`src/rtl/ldst_queue.sv`:
```
// ldst_queue: in-order load/store queue between the core memory stage and the
// cache. Each request is tagged with its slot index, issued in program order,
// matched with returning load data by id and retired in program order.
module ldst_queue #(
  parameter int DATA_WIDTH = 32,
  parameter int ADDR_WIDTH = 32,
  parameter int ID_BITS    = 3,
  parameter int REG_BITS   = 5
) (
  input  logic                  clk,
  input  logic                  reset,
  input  logic                  req_valid_i,
  input  logic                  req_rw_i,
  input  logic [ADDR_WIDTH-1:0] req_addr_i,
  input  logic [DATA_WIDTH-1:0] req_data_i,
  input  logic [REG_BITS-1:0]   req_dst_i,
  output logic                  req_ready_o,
  output logic                  wb_valid_o,
  output logic [DATA_WIDTH-1:0] wb_data_o,
  output logic [REG_BITS-1:0]   wb_dst_o,
  output logic                  mem_valid_o,
  output logic                  mem_rw_o,
  output logic [ADDR_WIDTH-1:0] mem_addr_o,
  output logic [DATA_WIDTH-1:0] mem_data_o,
  output logic [ID_BITS-1:0]    mem_id_o,
  input  logic                  mem_stall_i,
  input  logic                  mem_ready_i,
  input  logic [ID_BITS-1:0]    mem_id_i,
  input  logic [DATA_WIDTH-1:0] mem_data_i
);

  localparam int DEPTH = 1 << ID_BITS;
  localparam logic [ID_BITS:0] PTR_ONE  = {{ID_BITS{1'b0}}, 1'b1};
  localparam logic [ID_BITS:0] DEPTH_P  = {1'b1, {ID_BITS{1'b0}}};

  typedef enum logic [1:0] {
    ST_FREE   = 2'd0,
    ST_PEND   = 2'd1,
    ST_ISSUED = 2'd2,
    ST_DONE   = 2'd3
  } entry_state_e;

  entry_state_e          state_r [DEPTH];
  logic                  rw_r    [DEPTH];
  logic [ADDR_WIDTH-1:0] addr_r  [DEPTH];
  logic [DATA_WIDTH-1:0] data_r  [DEPTH];
  logic [REG_BITS-1:0]   dst_r   [DEPTH];

  // Pointers carry an extra wrap bit so full and empty can be told apart.
  logic [ID_BITS:0]   alloc_ptr_r, issue_ptr_r, retire_ptr_r, count_r;
  logic [ID_BITS-1:0] alloc_idx_s, issue_idx_s, retire_idx_s;
  logic               alloc_s, issue_s, resp_s, retire_s;
  logic [ID_BITS:0]   count_next_s;

  // Decide which of alloc/issue/response/retire fire at the coming edge.
  always_comb begin
    alloc_idx_s  = alloc_ptr_r[ID_BITS-1:0];
    issue_idx_s  = issue_ptr_r[ID_BITS-1:0];
    retire_idx_s = retire_ptr_r[ID_BITS-1:0];
    alloc_s      = 1'b0;
    issue_s      = 1'b0;
    resp_s       = 1'b0;
    retire_s     = 1'b0;
    count_next_s = count_r;

    alloc_s = req_valid_i & req_ready_o;

    if ((issue_ptr_r != alloc_ptr_r) && (state_r[issue_idx_s] == ST_PEND) && !mem_stall_i) begin
      issue_s = 1'b1;
    end else begin
      issue_s = 1'b0;
    end

    // Only an outstanding load accepts data; anything else (e.g. stale after reset) is dropped.
    if (mem_ready_i && (state_r[mem_id_i] == ST_ISSUED) && !rw_r[mem_id_i]) begin
      resp_s = 1'b1;
    end else begin
      resp_s = 1'b0;
    end

    if (state_r[retire_idx_s] == ST_DONE) begin
      retire_s = 1'b1;
    end else begin
      retire_s = 1'b0;
    end

    case ({alloc_s, retire_s})
      2'b10:   count_next_s = count_r + PTR_ONE;
      2'b01:   count_next_s = count_r - PTR_ONE;
      default: count_next_s = count_r;
    endcase
  end

  // Entry storage and per-entry lifecycle; each event targets a distinct entry state.
  always_ff @(posedge clk or negedge reset) begin
    if (!reset) begin
      for (int i = 0; i < DEPTH; i++) begin
        state_r[i] <= ST_FREE;
        rw_r[i]    <= 1'b0;
        addr_r[i]  <= '0;
        data_r[i]  <= '0;
        dst_r[i]   <= '0;
      end
    end else begin
      if (retire_s) begin
        state_r[retire_idx_s] <= ST_FREE;
      end
      if (resp_s) begin
        state_r[mem_id_i] <= ST_DONE;
        data_r[mem_id_i]  <= mem_data_i;
      end
      if (issue_s) begin
        state_r[issue_idx_s] <= rw_r[issue_idx_s] ? ST_DONE : ST_ISSUED;
      end
      if (alloc_s) begin
        state_r[alloc_idx_s] <= ST_PEND;
        rw_r[alloc_idx_s]    <= req_rw_i;
        addr_r[alloc_idx_s]  <= req_addr_i;
        data_r[alloc_idx_s]  <= req_data_i;
        dst_r[alloc_idx_s]   <= req_dst_i;
      end
    end
  end

  // Pointers, occupancy and the registered ready flag.
  always_ff @(posedge clk or negedge reset) begin
    if (!reset) begin
      alloc_ptr_r  <= '0;
      issue_ptr_r  <= '0;
      retire_ptr_r <= '0;
      count_r      <= '0;
      req_ready_o  <= 1'b1;
    end else begin
      if (alloc_s)  alloc_ptr_r  <= alloc_ptr_r + PTR_ONE;
      if (issue_s)  issue_ptr_r  <= issue_ptr_r + PTR_ONE;
      if (retire_s) retire_ptr_r <= retire_ptr_r + PTR_ONE;
      count_r     <= count_next_s;
      req_ready_o <= (count_next_s < DEPTH_P);
    end
  end

  // Cache request port: one-cycle valid pulse, payload held between issues.
  always_ff @(posedge clk or negedge reset) begin
    if (!reset) begin
      mem_valid_o <= 1'b0;
      mem_rw_o    <= 1'b0;
      mem_addr_o  <= '0;
      mem_data_o  <= '0;
      mem_id_o    <= '0;
    end else begin
      mem_valid_o <= issue_s;
      if (issue_s) begin
        mem_rw_o   <= rw_r[issue_idx_s];
        mem_addr_o <= addr_r[issue_idx_s];
        mem_data_o <= data_r[issue_idx_s];
        mem_id_o   <= issue_idx_s;
      end
    end
  end

  // Register-file writeback: pulse for each retired load, payload held otherwise.
  always_ff @(posedge clk or negedge reset) begin
    if (!reset) begin
      wb_valid_o <= 1'b0;
      wb_data_o  <= '0;
      wb_dst_o   <= '0;
    end else begin
      wb_valid_o <= retire_s & ~rw_r[retire_idx_s];
      if (retire_s && !rw_r[retire_idx_s]) begin
        wb_data_o <= data_r[retire_idx_s];
        wb_dst_o  <= dst_r[retire_idx_s];
      end
    end
  end

endmodule

```
`config.mk`:
```
export PLATFORM = sky130hd
export DESIGN_NAME = ldst_queue
export DESIGN_NICKNAME = d
export VERILOG_FILES = /design/src/rtl/ldst_queue.sv
export SDC_FILE = /design/constraint.sdc
export NUM_CORES = 2
export LEC_CHECK = 0
export ABC_AREA = 1
export CAP_MARGIN = 10
export CORE_UTILIZATION = 35
export DETAILED_ROUTE_END_ITERATION = 8
export PLACE_DENSITY_LB_ADDON = 0.3
export SYNTH_ARGS = -nofsm -noshare
export SYNTH_HDL_FRONTEND = slang
export SYNTH_SLANG_ARGS = --single-unit
```
`constraint.sdc`:
```
create_clock -name clk -period 7.5 [get_ports clk]
set_clock_uncertainty 0.2 [all_clocks]
set_input_delay 1.875 -clock clk [delete_from_list [all_inputs] [get_ports clk]]
set_output_delay 1.875 -clock clk [all_outputs]
set_load 0.02 [all_outputs]
```
==> impl_metrics.toml <==
[place]
portBuffers = 217
pre_cts_ws_ns = 1.08
gp_congestion = 0.887
dp_hpwl_mm = 82.8

[setup_path]
worstPathArrival_ns = 6.26
cp_top_family = "buffers and inverters"
cp_max_fo = 76
end_kind = "register"
startpoint_type = "input pin"
cp_slowest_cell = "inv_2"
worstPathRequired_ns = 7.83
slowest_delay_ns = 0.95
cp.buffers_inverters = 4
path_cells = "clkdlybuf4s50_1, inv_2, nor2_4, nand2_1, nand2_1, nor2_1, nand2_1, nor2_4, nand2_4, buf_4, nand2_1, nand3_1, nand2_1, inv_1"
crit_top_cell = "nand2_1"
crit_type = "input pin to register"

[sta]
finalCriticalPeriod_ns = 5.93
whs_ns = 0.266
tns_ns = 0
rsz0062_at_grt = "no"
slew_violations = 0
relSlewSlack_pct = 8.49
layout_setup_ws_ns = 1.57
setup_viol = 0
fmax_mhz = 169
final_hold_viol_count = 0
worstMarginPinSlew_ns = 1.37
fin_crit_sh_pct = 79.1

[logic_synthesis]
yosys_warnings = 0
syn_area_mm2 = 0.0389
synthXorXnorAreaFrac_pct = 0.293
synth_fa_ha_area_share_pct = 0.225
syn-instance-count = 5524
muxShareOfSynthArea_pct = 0
synth_top_family_by_area = "simple AND/OR/NAND/NOR gates"
ys_ff_latch = 699
synth_compound_area_share_pct = 17.0
synthSimpleGateAreaFrac_pct = 27.7
seq_area_frac_synth_pct = 45.0
yosysTopAreaCell = "dfrtp_1"
synthTopCellsByArea = "dfrtp_1 (45%), nand2_1 (18%), o21ai_0 (10%), nand3_1 (7.2%), inv_1 (5.2%)"
syn_avg_cell_area_um2 = 7.03
synth.distinct_cells = 35
syn_nets = 5641
synth_top_area_share_pct = 45.0

[finish]
layout.nets = 5602
drive_gt1_share_pct = 4.31
area_growth_pct = 14.7
final_core_util_pct = 40.7

[clock_tree]
cts_resized = 0
htree_levels = 3
cts_hold_buf = 0
postCtsSetupBuffers = 0
clkTransAtPathRegs_ns = 0.06
cts.sinks = 699
root_buffer = "clkbuf_16"
clock_path_buffers = 3
clkLatencyLatePin_ns = 0.67
cts_tree = "done"
cts_buffers = 79

[grt]
antenna_found_initial = 9
grt_pass1_wl_mm = 229
grt_pass1_vias = 36057
grt_max_degree = 207
grt_overflow = 0
grt_usage_pct = 26.6

[floorplanning]
dieArea_mm2 = 0.112
ios = 218
dieWidth_um = 335
start_util_pct = 35.5
die_y_um = 335
core_mm2 = 0.109
row_count = 121

[detailed_routing]
drtIter0Drc = 5057
viasPerCell = 5.50
drt-wirelength-per-cell_um = 21.6
first_pass_iters = 9
finalWirelength_mm = 152
via_count = 38610
drc = 5
drtAntennaViolNets = 0

[hold_path]
hp-class = "register to register"

[pwr]
swShare_pct = 46.2
power.share.sequential_pct = 35.2
combPwrFrac_pct = 45.1
p_int_w = 0.0107
p_sw_w = 0.00917
p_clk_share_pct = 19.7
cellPowerDensity_mw_per_mm2 = 445
total_power_w = 0.0199
p_leak_nw = 22.2
ir_drop_uv = 305

[flow_run]
max_cap_viol_count = 0

[run_status]
violations = "DRC"
outcome = "complete, but fails checks"
==> sequential cells by signal, summed over array words and instances (netlist names), named ones only <==
signal	count
mem_data_o	32
alloc_ptr_r	4
data_r	256
mem_id_o	3
mem_valid_o	1
wb_dst_o	5
wb_valid_o	1
req_ready_o	1
wb_data_o	32
dst_r	40
rw_r	8
mem_rw_o	1
mem_addr_o	32
retire_ptr_r	3
state_r	16
count_r	3
issue_ptr_r	4
addr_r	256
==> per-stage QoR <==
step                instance area (µm²)  std cells
floorplan                         38900       5524
global placement                  42000       6880
detailed placement                42000       6880
CTS                               44600       7018
global route                      44600       7018
finish                            44600       7020
==> Yosys cell counts, drive strengths merged <==
cell type and n:
nand4 40, ha 7, dfrtp 698, nand3 556, o21bai 4, o2111ai 49
dfstp 1, o22ai 41, nor3 2, buf 164, o211ai 38, xnor2 4
inv 550, nor2 188, a221oi 3, o2bb2ai 5, clkinv 1, a31o 1
a22o 1, clkbuf 243, a211oi 1, o21ai 860, o21a 10, xor2 9
a22oi 84, nand2 1861, a21oi 103
==> layer usage <==
metal / share of wire, % / up-vias / wire length, µm / GRT usage, %
li1: - / 17819 / - / -
met1: 41 / 18275 / 62000 / 35.5
met2: 45 / 2077 / 67600 / 41.6
met3: 10 / 427 / 15400 / 5.32
met4: 4.5 / 12 / 6780 / 11.5
met5: 0.045 / - / 69 / 0
==> final timing paths <==
check / start / end / slack (ns) / depth (start not counted)
max in group asynchronous: reset / addr_r[37] / 4.69 / 2
hold reg to reg: register / req_ready_o / 0.27 / 1
setup reg to reg: issue_ptr_r[0] / mem_addr_o[3] / 2.48 / 13
hold / removal: register / req_ready_o / 0.27 / 1
setup / recovery: mem_id_i[0] / data_r[8] / 1.57 / 14
min in group asynchronous: reset / mem_data_o[6] / 0.99 / 1
==> kinds of logic (layout without fill, tap and decap cells) <==
family / after synthesis / after routing
AO/OA/AOI/OAI: 1200 / 1200
XOR/XNOR: 13 / 13
adder cells (fa/ha/maj): 7 / 7
buffers and inverters: 958 / 976
flip-flops: 699 / 699
other: 0 / 2
AND/OR/NAND/NOR: 2647 / 2647
==> area by class of cell <==
cell class	instances	area [µm²]
antenna	2	5.00
clock buffer	115	2290
clock inverter	23	267
fill	11279	64900
inverter	551	2080
multi-input combinational	3867	17800
sequential	699	17500
tap	1476	1850
timing repair buffer	287	2820
==> power groups by stage <==
stage	Sequential, W	Clock, W	Combinational (W)
6_report	0.00698	0.00391	0.00896
3_5_place_dp	0.00698	0	0.00885
5_1_grt	0.00721	0.00410	0.00995
4_1_cts	0.00695	0.00397	0.00887
3_3_place_gp	0.00695	0	0.00867
2_1_floorplan	0.00680	0	0.00574
==> cell usage in the layout (no fill, tap or decap), drive strengths merged <==
cell type	instances
o21bai	4
ha	7
clkinv	20
inv	551
nand2	1861
clkinvlp	1
a21oi	103
buf	71
a221oi	3
o22ai	41
a211oi	1
xor2	9
bufinv	2
o2bb2ai	5
o2111ai	49
clkbuf	115
a31o	1
nand3	556
xnor2	4
o21ai	860
nand4	40
o211ai	38
a22oi	84
o21a	10
dfstp	1
a22o	1
diode	2
nor2	188
nor3	2
dfrtp	698
clkdlybuf4s50	216
No activity file was read; power rests on OpenSTA's default activity.
